<file path="src/rtl/adc5g_autoconfig_seq_pkg.sv">
// Shared definitions for the ADC5G power-up configuration sequencer:
// FSM encoding, ADC5G register map and the fixed register-write table.
package adc5g_autoconfig_seq_pkg;

  typedef enum logic [2:0] {
    S_IDLE     = 3'd0,
    S_PWRWAIT  = 3'd1,
    S_ISSUE    = 3'd2,
    S_ACKWAIT  = 3'd3,
    S_BUSYWAIT = 3'd4,
    S_NEXT     = 3'd5,
    S_DONE     = 3'd6,
    S_ERROR    = 3'd7
  } seq_state_e;

  localparam int TMR_W = 10;

  localparam logic [3:0] ADC5G_REG_NOP      = 4'h0;
  localparam logic [3:0] ADC5G_REG_CTRL     = 4'h1;
  localparam logic [3:0] ADC5G_REG_CHSEL    = 4'h2;
  localparam logic [3:0] ADC5G_REG_OFFSET   = 4'h3;
  localparam logic [3:0] ADC5G_REG_GAIN     = 4'h4;
  localparam logic [3:0] ADC5G_REG_PHASE    = 4'h5;
  localparam logic [3:0] ADC5G_REG_FISDA    = 4'h6;
  localparam logic [3:0] ADC5G_REG_TESTMODE = 4'h7;
  localparam logic [3:0] ADC5G_REG_CALCTRL  = 4'h9;

  localparam logic [15:0] ADC5G_CTRL_BASE = 16'h7CB4;
  localparam logic [15:0] ADC5G_CTRL_ILV  = 16'h0008;

  typedef struct packed {
    logic [3:0]  addr;
    logic [15:0] data;
  } cfg_entry_t;

  // Only the control word depends on the interleave mode.
  function automatic cfg_entry_t adc5g_cfg_entry(input logic [3:0] idx, input logic interleaved);
    cfg_entry_t e;
    case (idx)
      4'd0:    e = '{ADC5G_REG_CTRL, interleaved ? (ADC5G_CTRL_BASE | ADC5G_CTRL_ILV) : ADC5G_CTRL_BASE};
      4'd1:    e = '{ADC5G_REG_CHSEL,    16'h0081};
      4'd2:    e = '{ADC5G_REG_OFFSET,   16'h0082};
      4'd3:    e = '{ADC5G_REG_GAIN,     16'h0083};
      4'd4:    e = '{ADC5G_REG_PHASE,    16'h0084};
      4'd5:    e = '{ADC5G_REG_FISDA,    16'h0085};
      4'd6:    e = '{ADC5G_REG_TESTMODE, 16'h0086};
      4'd7:    e = '{ADC5G_REG_CALCTRL,  16'h0001};
      default: e = '{ADC5G_REG_NOP,      16'h0000};
    endcase
    return e;
  endfunction

endpackage

</file>
<file path="src/rtl/adc5g_autoconfig_seq_if.sv">
// 3-wire serializer config port: sequencer is master, serializer is slave.
interface adc5g_autoconfig_seq_if;
  logic        cfg_start;
  logic [3:0]  cfg_addr;
  logic [15:0] cfg_data;
  logic        cfg_done;

  modport master (output cfg_start, cfg_addr, cfg_data, input cfg_done);
  modport slave  (input cfg_start, cfg_addr, cfg_data, output cfg_done);
endinterface

</file>
<file path="src/rtl/adc5g_autoconfig_seq_timer.sv">
// Loadable saturating down-counter; expired_o is high while the count is zero.
module adc5g_seq_timer #(
  parameter int W = 10
) (
  input  logic         clk,
  input  logic         rst_n,
  input  logic         load_i,
  input  logic [W-1:0] val_i,
  output logic         expired_o
);

  logic [W-1:0] cnt_q, cnt_d;

  always_comb begin
    cnt_d = cnt_q;
    if (load_i)              cnt_d = val_i;
    else if (cnt_q != '0)    cnt_d = cnt_q - 1'b1;
  end

  always_ff @(posedge clk or negedge rst_n) begin
    if (!rst_n) cnt_q <= '0;
    else        cnt_q <= cnt_d;
  end

  assign expired_o = (cnt_q == '0);

endmodule

</file>
<file path="src/rtl/adc5g_autoconfig_seq.sv">
// ADC5G power-up configuration sequencer: walks the fixed register table and
// hands each write to the 3-wire serializer, reporting done or timeout error.
module adc5g_autoconfig_seq #(
  parameter int NUM_ENTRIES  = 8,
  parameter bit INTERLEAVED  = 1'b0,
  parameter int PWRUP_WAIT   = 255,
  parameter int ACK_TIMEOUT  = 7,
  parameter int DONE_TIMEOUT = 1023
) (
  input  logic                           OPB_Clk,
  input  logic                           OPB_Rst_n,
  input  logic                           auto_en,
  input  logic                           trigger,
  input  logic                           adc_reset,
  adc5g_autoconfig_seq_if.master         cfg,
  output logic                           cfg_own,
  output logic                           seq_busy,
  output logic                           seq_done,
  output logic                           seq_err,
  output logic [3:0]                     err_idx
);
  import adc5g_autoconfig_seq_pkg::*;

  seq_state_e        state_q, state_d;
  logic [3:0]        idx_q, idx_d;
  logic              arst_prev_q;
  logic              start_q, start_d;
  logic [3:0]        addr_q, addr_d;
  logic [15:0]       data_q, data_d;
  logic              done_q, done_d;
  logic              err_q, err_d;
  logic [3:0]        err_idx_q, err_idx_d;
  logic              tmr_load, tmr_exp;
  logic [TMR_W-1:0]  tmr_val;
  logic              run_req, busy;

  assign busy    = state_q inside {S_PWRWAIT, S_ISSUE, S_ACKWAIT, S_BUSYWAIT, S_NEXT};
  assign run_req = (trigger & ~adc_reset) | (auto_en & arst_prev_q & ~adc_reset);

  adc5g_seq_timer #(.W(TMR_W)) u_tmr (
    .clk       (OPB_Clk),
    .rst_n     (OPB_Rst_n),
    .load_i    (tmr_load),
    .val_i     (tmr_val),
    .expired_o (tmr_exp)
  );

  always_comb begin
    state_d   = state_q;
    idx_d     = idx_q;
    start_d   = 1'b0;
    addr_d    = addr_q;
    data_d    = data_q;
    done_d    = done_q;
    err_d     = err_q;
    err_idx_d = err_idx_q;
    tmr_load  = 1'b0;
    tmr_val   = '0;
    if (adc_reset && busy) begin
      state_d = S_IDLE;
    end else begin
      case (state_q)
        S_IDLE, S_DONE, S_ERROR: if (run_req) begin
          state_d  = S_PWRWAIT;
          done_d   = 1'b0;
          err_d    = 1'b0;
          idx_d    = '0;
          tmr_load = 1'b1;
          tmr_val  = TMR_W'(PWRUP_WAIT);
        end
        S_PWRWAIT: if (tmr_exp && cfg.cfg_done) begin
          state_d = S_ISSUE;
          start_d = 1'b1;
        end
        S_ISSUE: begin
          state_d  = S_ACKWAIT;
          tmr_load = 1'b1;
          tmr_val  = TMR_W'(ACK_TIMEOUT);
        end
        S_ACKWAIT: begin
          // A done-fall on the expiry cycle still counts as an acknowledge.
          if (!cfg.cfg_done) begin
            state_d  = S_BUSYWAIT;
            tmr_load = 1'b1;
            tmr_val  = TMR_W'(DONE_TIMEOUT);
          end else if (tmr_exp) begin
            state_d   = S_ERROR;
            err_d     = 1'b1;
            err_idx_d = idx_q;
          end
        end
        S_BUSYWAIT: begin
          if (cfg.cfg_done) begin
            state_d = S_NEXT;
          end else if (tmr_exp) begin
            state_d   = S_ERROR;
            err_d     = 1'b1;
            err_idx_d = idx_q;
          end
        end
        S_NEXT: begin
          if (idx_q == 4'(NUM_ENTRIES - 1)) begin
            state_d = S_DONE;
            done_d  = 1'b1;
          end else begin
            idx_d   = idx_q + 4'd1;
            state_d = S_ISSUE;
            start_d = 1'b1;
          end
        end
        default: state_d = S_IDLE;
      endcase
    end
    // Address/data are captured on ISSUE entry and held until the next write.
    if (start_d) {addr_d, data_d} = adc5g_cfg_entry(idx_d, INTERLEAVED);
  end

  always_ff @(posedge OPB_Clk or negedge OPB_Rst_n) begin
    if (!OPB_Rst_n) begin
      state_q     <= S_IDLE;
      idx_q       <= '0;
      arst_prev_q <= 1'b0;
      start_q     <= 1'b0;
      addr_q      <= '0;
      data_q      <= '0;
      done_q      <= 1'b0;
      err_q       <= 1'b0;
      err_idx_q   <= '0;
    end else begin
      state_q     <= state_d;
      idx_q       <= idx_d;
      arst_prev_q <= adc_reset;
      start_q     <= start_d;
      addr_q      <= addr_d;
      data_q      <= data_d;
      done_q      <= done_d;
      err_q       <= err_d;
      err_idx_q   <= err_idx_d;
    end
  end

  // An abort landing on the ISSUE cycle must not reach the serializer.
  assign cfg.cfg_start = start_q & ~adc_reset;
  assign cfg.cfg_addr  = addr_q;
  assign cfg.cfg_data  = data_q;
  assign seq_busy      = busy;
  assign cfg_own       = busy;
  assign seq_done      = done_q;
  assign seq_err       = err_q;
  assign err_idx       = err_idx_q;

endmodule

</file>
<file path="src/flat_wrapper.sv">
// flat-port wrapper written by rule: the top's interface ports become plain ports
module adc5g_autoconfig_seq_flat import adc5g_autoconfig_seq_pkg::*;
#(
  parameter int NUM_ENTRIES  = 8,
  parameter bit INTERLEAVED  = 1'b0,
  parameter int PWRUP_WAIT   = 255,
  parameter int ACK_TIMEOUT  = 7,
  parameter int DONE_TIMEOUT = 1023
)
  (OPB_Clk, OPB_Rst_n, auto_en, trigger, adc_reset, cfg_own, seq_busy, seq_done, seq_err, err_idx, cfg_cfg_start, cfg_cfg_addr, cfg_cfg_data, cfg_cfg_done);
  adc5g_autoconfig_seq_if cfg_i ();
  input  logic OPB_Clk;
  input  logic OPB_Rst_n;
  input  logic auto_en;
  input  logic trigger;
  input  logic adc_reset;
  output logic cfg_own;
  output logic seq_busy;
  output logic seq_done;
  output logic seq_err;
  output logic [3:0] err_idx;
  output wire logic [$bits(cfg_i.cfg_start)-1:0] cfg_cfg_start;
  output wire logic [$bits(cfg_i.cfg_addr)-1:0] cfg_cfg_addr;
  output wire logic [$bits(cfg_i.cfg_data)-1:0] cfg_cfg_data;
  input wire logic [$bits(cfg_i.cfg_done)-1:0] cfg_cfg_done;
  assign cfg_cfg_start = cfg_i.cfg_start;
  assign cfg_cfg_addr = cfg_i.cfg_addr;
  assign cfg_cfg_data = cfg_i.cfg_data;
  assign cfg_i.cfg_done = cfg_cfg_done;
  adc5g_autoconfig_seq #(.NUM_ENTRIES(NUM_ENTRIES), .INTERLEAVED(INTERLEAVED), .PWRUP_WAIT(PWRUP_WAIT), .ACK_TIMEOUT(ACK_TIMEOUT), .DONE_TIMEOUT(DONE_TIMEOUT)) u_core (.OPB_Clk(OPB_Clk), .OPB_Rst_n(OPB_Rst_n), .auto_en(auto_en), .trigger(trigger), .adc_reset(adc_reset), .cfg(cfg_i), .cfg_own(cfg_own), .seq_busy(seq_busy), .seq_done(seq_done), .seq_err(seq_err), .err_idx(err_idx));
endmodule
</file>
<file path="config.mk">
export PLATFORM = sky130hd
export DESIGN_NAME = adc5g_autoconfig_seq_flat
export DESIGN_NICKNAME = d
export VERILOG_FILES = /design/src/rtl/adc5g_autoconfig_seq_pkg.sv /design/src/rtl/adc5g_autoconfig_seq_if.sv /design/src/rtl/adc5g_autoconfig_seq_timer.sv /design/src/rtl/adc5g_autoconfig_seq.sv /design/src/flat_wrapper.sv
export SDC_FILE = /design/constraint.sdc
export NUM_CORES = 1
export LEC_CHECK = 0
export ABC_AREA = 1
export CAP_MARGIN = 30
export CELL_PAD_IN_SITES_DETAIL_PLACEMENT = 1
export CELL_PAD_IN_SITES_GLOBAL_PLACEMENT = 2
export CORE_MARGIN = 2
export CORE_UTILIZATION = 33
export DETAILED_ROUTE_END_ITERATION = 8
export PLACE_DENSITY_LB_ADDON = 0.1
export REMOVE_ABC_BUFFERS = 1
export SLEW_MARGIN = 20
export SYNTH_ARGS = -nofsm -noshare
export SYNTH_HDL_FRONTEND = slang
export SYNTH_SLANG_ARGS = --single-unit
</file>
<file path="constraint.sdc">
create_clock -name OPB_Clk -period 5.1 [get_ports OPB_Clk]
set_input_delay 0.51 -clock OPB_Clk [delete_from_list [all_inputs] [get_ports OPB_Clk]]
set_output_delay 0.51 -clock OPB_Clk [all_outputs]
set_load 0.03 [all_outputs]
</file>
==> impl_metrics.ini, run 1 <==
[status]
run_status = complete, no violations

[clock_tree]
clk_root_buffer_cell = sky130_fd_sc_hd__clkbuf_8
post-cts-setup-buffers = 0
tritoncts = built
h-tree-depth = 2
post_cts.resized_instances = 0
clk_pin_slew_worst_paths_ns = 0.07
max-clock-path-buffers = 2
cts_made_buffers = 5
numClockSinks = 34
cts_hold_buf = 0
clk-insertion-delay-late_ns = 0.29

[synth]
synth_seq_cells = 34
yosysSeqAreaShare_pct = 40.8
post-synth-top-area-cell = sky130_fd_sc_hd__dfrtp_1
post-synth-top-count-cell = sky130_fd_sc_hd__nand2_1
number_of_flops_mapped_to_enable_cells_by_yosys = 0
synth.cells.most_frequent = sky130_fd_sc_hd__nand2_1, sky130_fd_sc_hd__dfrtp_1, sky130_fd_sc_hd__inv_1
avgSynthCellArea_um2 = 8.02
synth.cell_area_um2 = 2090
synth_flop_cell = sky130_fd_sc_hd__dfrtp_1
synthCells = 260
async_flop_share_pct = 100
yosys_top_cell_area_share_pct = 40.8
synth.top_cells.by_area = sky130_fd_sc_hd__dfrtp_1, sky130_fd_sc_hd__nand2_1, sky130_fd_sc_hd__nand3_1, sky130_fd_sc_hd__inv_1, sky130_fd_sc_hd__buf_4
yosys_warning_total = 0
ys_types = 33

[detailed_routing]
number_of_optimization_iterations_in_the_first_detailed_route_pass = 4
drt-wirelength-per-cell_um = 14.2
final_antenna_net_count = 0
routed-via-count = 1685
vias_cell = 4.64
drc = 0
route.final.wire_length_um = 5150
drt_first_iter_violations = 55

[power_and_ir_drop]
leakagePower_nw = 1.19
power.ir.vdd_worst_v = 0.000343
powerDensity_nw_per_um2 = 576

[finish]
fillCellCount = 753
area_growth_pct = 18.7
n_antenna_cell = 0
design.final.nets = 297
post_route_cells_drive_above_1_share_pct = 14.9

[die]
placeableCoreArea_um2 = 6030
initial_core_util_pct = 34.6
io_pins = 35
rows = 28
die_w_um = 83.5
die_outline_height_um = 83.5
fp.dieArea_um2 = 6970

[sta]
slew_at_the_pin_with_the_worst_max_slew_slack_ns = 0.803
maxClockFrequency_mhz = 390
fin_worst_hold_slack_ns = 0.306
maxSlewViolCount = 0
setup_ws_ns = 2.54
relSlewSlack_pct = 46.4
min_tclk_post_route_ns = 2.56
share_of_the_clock_period_used_by_the_worst_path_pct = 50.2
timing.clock.skew_ns = 0.00561
fin_tns_setup_ns = 0
setup-violations-final = 0
rsz_0062_raised_after_global_routing = false
number_of_failing_hold_endpoints_at_the_final_stage = 0

[global_routing]
grt_first_pass_wirelength_um = 8890
grt_start_max_net_pins = 35
first_global_vias = 1764
track_usage_pct = 15.8
antenna_found_initial = 0
globalRouteOverflowTotal = 0

[critical_path]
critPathCaptureType = primary output
startpoint_type = input port
cp_max_fo = 7
r2r.worst_path.cells = 12
timing_worst_setup_path_type = in -> out
regToRegSetupSlack_ns = 2.89
timing.critical_path.arrival_ns = 2.05
cp_data_required_time_ns = 4.59

[job]
max_cap_viols = 0

[placement]
placement.setup.worst_slack_ns = 2.52
port_buffers = 29
dp_hpwl_um = 3900
gp_congestion = 0.801

[worst_hold_path]
hold_path_class = in -> async
## metrics by stage
step	utilization [%]	cell area (µm²)	std cells	power, W
finish	41.1	2480	363	0.00143
global route	41.1	2480	363	0.00155
CTS	41.1	2480	363	0.00145
detailed placement	39.6	2380	355	0.00122
global placement	39.6	2380	355	0.00122
floorplan	-	2010	251	0.000967
## registers in the layout (all words and copies together) (netlist names)
| register | cells |
|---|---|
| u_core.err_idx | 4 |
| u_core.idx_q | 4 |
| u_core.u_tmr.cnt_q | 10 |
| u_core.arst_prev_q | 1 |
| u_core.cfg.cfg_data | 5 |
| u_core.cfg.cfg_addr | 4 |
| u_core.seq_err | 1 |
| u_core.state_q | 3 |
| u_core.seq_done | 1 |
| u_core.start_q | 1 |
## placed cells by master, fill, tap and decap left out
cell type                         synthesis  layout
sky130_fd_sc_hd__dfrtp_1                 34      34
sky130_fd_sc_hd__nand3_4                  1       1
sky130_fd_sc_hd__nor2_1                  20      20
sky130_fd_sc_hd__buf_2                    1       1
sky130_fd_sc_hd__conb_1                   1       5
sky130_fd_sc_hd__nand3_1                 25      25
sky130_fd_sc_hd__nand2_4                  4       4
sky130_fd_sc_hd__clkbuf_1                 0       1
sky130_fd_sc_hd__nor2_4                   2       2
sky130_fd_sc_hd__o21a_1                   2       2
sky130_fd_sc_hd__nor3_1                   2       2
sky130_fd_sc_hd__a21oi_1                  3       3
sky130_fd_sc_hd__clkbuf_8                 0       6
sky130_fd_sc_hd__nand2_8                  1       1
sky130_fd_sc_hd__clkdlybuf4s50_1          0      28
sky130_fd_sc_hd__inv_4                    2       2
sky130_fd_sc_hd__a21boi_1                 1       1
sky130_fd_sc_hd__o21ai_4                  1       1
sky130_fd_sc_hd__xor2_1                   5       5
sky130_fd_sc_hd__nand2_1                 64      64
sky130_fd_sc_hd__nor3b_4                  1       1
sky130_fd_sc_hd__o21ai_1                  2       2
sky130_fd_sc_hd__o211ai_1                 2       2
sky130_fd_sc_hd__xnor2_1                  2       2
sky130_fd_sc_hd__nand4_1                  3       3
sky130_fd_sc_hd__o21ai_0                 15      15
sky130_fd_sc_hd__o31ai_4                  1       1
sky130_fd_sc_hd__nand2_2                  7       7
sky130_fd_sc_hd__ha_1                     4       4
sky130_fd_sc_hd__o21ai_2                  1       1
sky130_fd_sc_hd__nor2_2                   3       3
sky130_fd_sc_hd__clkinv_2                 0       1
sky130_fd_sc_hd__inv_2                    7       7
sky130_fd_sc_hd__nand3_2                  4       4
sky130_fd_sc_hd__o2111ai_1                1       1
sky130_fd_sc_hd__inv_1                   26      26
## worst paths after layout
| path | start | to |
|---|---|---|
| worst max-delay path | adc_reset | cfg_cfg_start |
| worst max register to register | u_core.idx_q[1] | u_core.cfg.cfg_addr[2] |
| worst min-delay path | OPB_Rst_n | u_core.state_q[1] |
| worst min register to register | u_core.err_idx[1] | u_core.err_idx[1] |
| max in group asynchronous | OPB_Rst_n | u_core.cfg.cfg_data[2] |
| min in group OPB_Clk | u_core.err_idx[1] | u_core.err_idx[1] |
## critical path: stages
cell                              delay, ns
sky130_fd_sc_hd__clkdlybuf4s50_1       0.65
sky130_fd_sc_hd__nor2_1                0.21
sky130_fd_sc_hd__clkdlybuf4s50_1       0.68
## power by group
group	internal [W]	switching [W]
clock	0.000109	0.000104
combinational	0.000283	0.000492
sequential	0.000359	0.0000789
## cell type report
cell class / instances / area [µm²] / area share, %
multi-input cells: 182 / 1020 / 41.1
repair buffers: 29 / 285 / 11.5
inverters: 35 / 136 / 5.51
clock buffers: 7 / 86.3 / 3.49
well taps: 75 / 93.8 / 3.79
clock inverters: 1 / 5.00 / 0.202
flip-flops and latches: 34 / 851 / 34.4
## cell families (layout without fill, tap and decap cells)
family / count (synthesis) / in the layout / synth area share [%]
buffers and inverters: 48 / 72 / 11.1
and+or+nand+nor: 137 / 137 / 33.4
xor gates and xnor gates: 7 / 7 / 2.94
other: 1 / 5 / 0.180
adders and majority gates: 4 / 4 / 2.40
DFF: 34 / 34 / 40.8
AOI/OAI and AO/OA: 29 / 29 / 9.24
## layer usage
| layer | global-route usage (%) | wire length (µm) |
|---|---|---|
| met5 | 0 | 0 |
| met4 | 4.84 | 70 |
| met3 | 2.87 | 153 |
| met2 | 23.0 | 2180 |
| met1 | 23.8 | 2750 |
Power figures use the tool's default switching activity.
==> run 2, diff against run 1 <==
--- a/config.mk
+++ b/config.mk
@@ -10,7 +10,7 @@
 export CELL_PAD_IN_SITES_DETAIL_PLACEMENT = 1
 export CELL_PAD_IN_SITES_GLOBAL_PLACEMENT = 2
 export CORE_MARGIN = 2
-export CORE_UTILIZATION = 33
+export CORE_UTILIZATION = 28
 export DETAILED_ROUTE_END_ITERATION = 8
 export PLACE_DENSITY_LB_ADDON = 0.1
 export REMOVE_ABC_BUFFERS = 1
==> constraint.sdc (replaced) <==
create_clock -name OPB_Clk -period 2.3 [get_ports OPB_Clk]
set_input_delay 0.23 -clock OPB_Clk [delete_from_list [all_inputs] [get_ports OPB_Clk]]
set_output_delay 0.23 -clock OPB_Clk [all_outputs]
set_load 0.03 [all_outputs]
==> run 2 against run 1 <==
  * Die area increased by 17%
  * Count of clock-buffer cells in the layout decreased by 1
  * Clock skew about the same
  * Via count increased by 2.6%
  * Sequential power increased by 120%
  * Non-clock buffer count increased by 4
  * Global-route usage decreased by 1.5 points
  * Setup slack got worse by 2.3 ns
==> impl_metrics.ini, run 2 (synthesized netlist as in run 1, its figures left out) <==
[status]
run_status = complete, no violations

[clock_tree]
clk_root_buffer_cell = sky130_fd_sc_hd__clkbuf_8
max-clock-path-buffers = 2
clk-insertion-delay-late_ns = 0.29
tritoncts = built
post-cts-setup-buffers = 0
cts_hold_buf = 0
numClockSinks = 34
post_cts.resized_instances = 0
clk_pin_slew_worst_paths_ns = 0.08
h-tree-depth = 2
cts_made_buffers = 5

[finish]
largest_reg_flops = 10
final_instance_count_without_filler_cells = 391
area_growth_pct = 21.8
largest-register = u_core.u_tmr.cnt_q
n_antenna_cell = 0
layout.cells.most_common = sky130_fd_sc_hd__nand2_1
post_route_cells_drive_above_1_share_pct = 16.4
layout_common_cells = sky130_fd_sc_hd__nand2_1, sky130_fd_sc_hd__dfrtp_1, sky130_fd_sc_hd__clkdlybuf4s50_1, sky130_fd_sc_hd__inv_1, sky130_fd_sc_hd__nand3_1
finalInstanceArea_um2 = 2540
design.final.nets = 301

[critical_path]
timing.critical_path.arrival_ns = 1.83
rr_startpoint = u_core.idx_q[0]
cp_data_required_time_ns = 2.07
r2r.worst_path.cells = 12
crit_end = seq_busy
timing_worst_setup_path_type = reg -> out
crit-reg2reg-capture = u_core.cfg.cfg_data[2]
startpoint_type = register
critPathCaptureType = primary output
cp_max_fo = 7
regToRegSetupSlack_ns = 0.24
critPathLaunch = u_core.state_q[2]

[power_and_ir_drop]
sw_share_pct = 47.2
power.ir.vdd_worst_v = 0.000578
total_switching_power_w = 0.00150
power.total_w = 0.00318
powerDensity_nw_per_um2 = 1250
p_int_w = 0.00168
leakagePower_nw = 1.20
share_seq_of_total_power_pct = 30.3
clockPowerShare_pct = 15.3
combPwrFrac_pct = 54.4

[die]
initial_core_util_pct = 28.9
die_outline_height_um = 90.3
io_pins = 35
fp.dieArea_um2 = 8160
placeableCoreArea_um2 = 7210
die_w_um = 90.3
rows = 31

[placement]
gp_congestion = 0.774
port_buffers = 29
place.detailed.instances = 383
placement.cell_area_um2 = 2440
placement.setup.worst_slack_ns = 0.228
dp_hpwl_um = 4100

[detailed_routing]
routed-via-count = 1728
vias_cell = 4.42
drt-wirelength-per-cell_um = 13.6
route.final.wire_length_um = 5330
number_of_optimization_iterations_in_the_first_detailed_route_pass = 4
drt_first_iter_violations = 76
final_antenna_net_count = 0
drc = 0

[sta]
number_of_failing_hold_endpoints_at_the_final_stage = 0
maxSlewViolCount = 0
maxClockFrequency_mhz = 486
setup-violations-final = 0
min_tclk_post_route_ns = 2.06
fin_tns_setup_ns = 0
rsz_0062_raised_after_global_routing = false
relSlewSlack_pct = 45.2
setup_ws_ns = 0.241
slew_at_the_pin_with_the_worst_max_slew_slack_ns = 0.822
timing.clock.skew_ns = 0.00553
share_of_the_clock_period_used_by_the_worst_path_pct = 89.5

[global_routing]
track_usage_pct = 14.3
globalRouteOverflowTotal = 0
first_global_vias = 1816
grt_start_max_net_pins = 35
grt_first_pass_wirelength_um = 9280
antenna_found_initial = 0

[worst_hold_path]
hold_path_class = in -> async

[job]
max_cap_viols = 0
run 2: final cells by class:
type	count	area [µm²]
Timing Repair Buffer	33	315
Multi-Input combinational cell	182	1020
Fill cell	903	4670
Clock inverter	2	12.5
Sequential cell	34	851
Inverter	35	136
Tap cell	99	124
Clock buffer	6	82.6
run 2: how the worst min path moves through the flow:
stage / slack [ns] / to / cells past startpoint / startpoint
floorplan: -0.07 / u_core.arst_prev_q / 0 / OPB_Rst_n
global placement: 0.39 / u_core.state_q[2] / 1 / OPB_Rst_n
detailed placement: 0.39 / u_core.state_q[2] / 1 / OPB_Rst_n
CTS: 0.08 / u_core.state_q[2] / 1 / OPB_Rst_n
global route: 0.1 / u_core.u_tmr.cnt_q[2] / 1 / OPB_Rst_n
finish: 0.03 / u_core.state_q[0] / 1 / OPB_Rst_n
run 2: critical path: stages (launching register included):
cell,delay (ns)
sky130_fd_sc_hd__dfrtp_1,0.43
sky130_fd_sc_hd__inv_1,0.13
sky130_fd_sc_hd__nand2_2,0.10
sky130_fd_sc_hd__nand3_4,0.18
sky130_fd_sc_hd__clkdlybuf4s50_1,0.70
run 2: power by group through the flow:
stage / combinational [W] / sequential [W] / clock [W]
3_3_place_gp: 0.00176 / 0.000974 / 0
2_1_floorplan: 0.000975 / 0.00117 / 0
6_report: 0.00173 / 0.000962 / 0.000486
4_1_cts: 0.00177 / 0.000968 / 0.000504
3_5_place_dp: 0.00175 / 0.000978 / 0
5_1_grt: 0.00193 / 0.00100 / 0.000536
run 2: per-stage QoR:
| step | hold slack (ns) | util (%) |
|---|---|---|
| 3_3_place_gp | 0.391 | 33.9 |
| 4_1_cts | 0.0766 | 35.2 |
| 3_5_place_dp | 0.394 | 33.9 |
| 5_1_grt | 0.0953 | 35.2 |
| 6_report | 0.0317 | 35.2 |
| 2_1_floorplan | -0.0656 | - |
run 2: routing by layer:
metal,routed length (µm),part of all wire (%),track usage [%],vias up
met2,2400,45,23.0,40
met5,0,0,0,-
li1,-,-,-,878
met1,2640,50,19.3,804
met3,214,4.0,3.01,6
met4,70,1.3,4.23,0
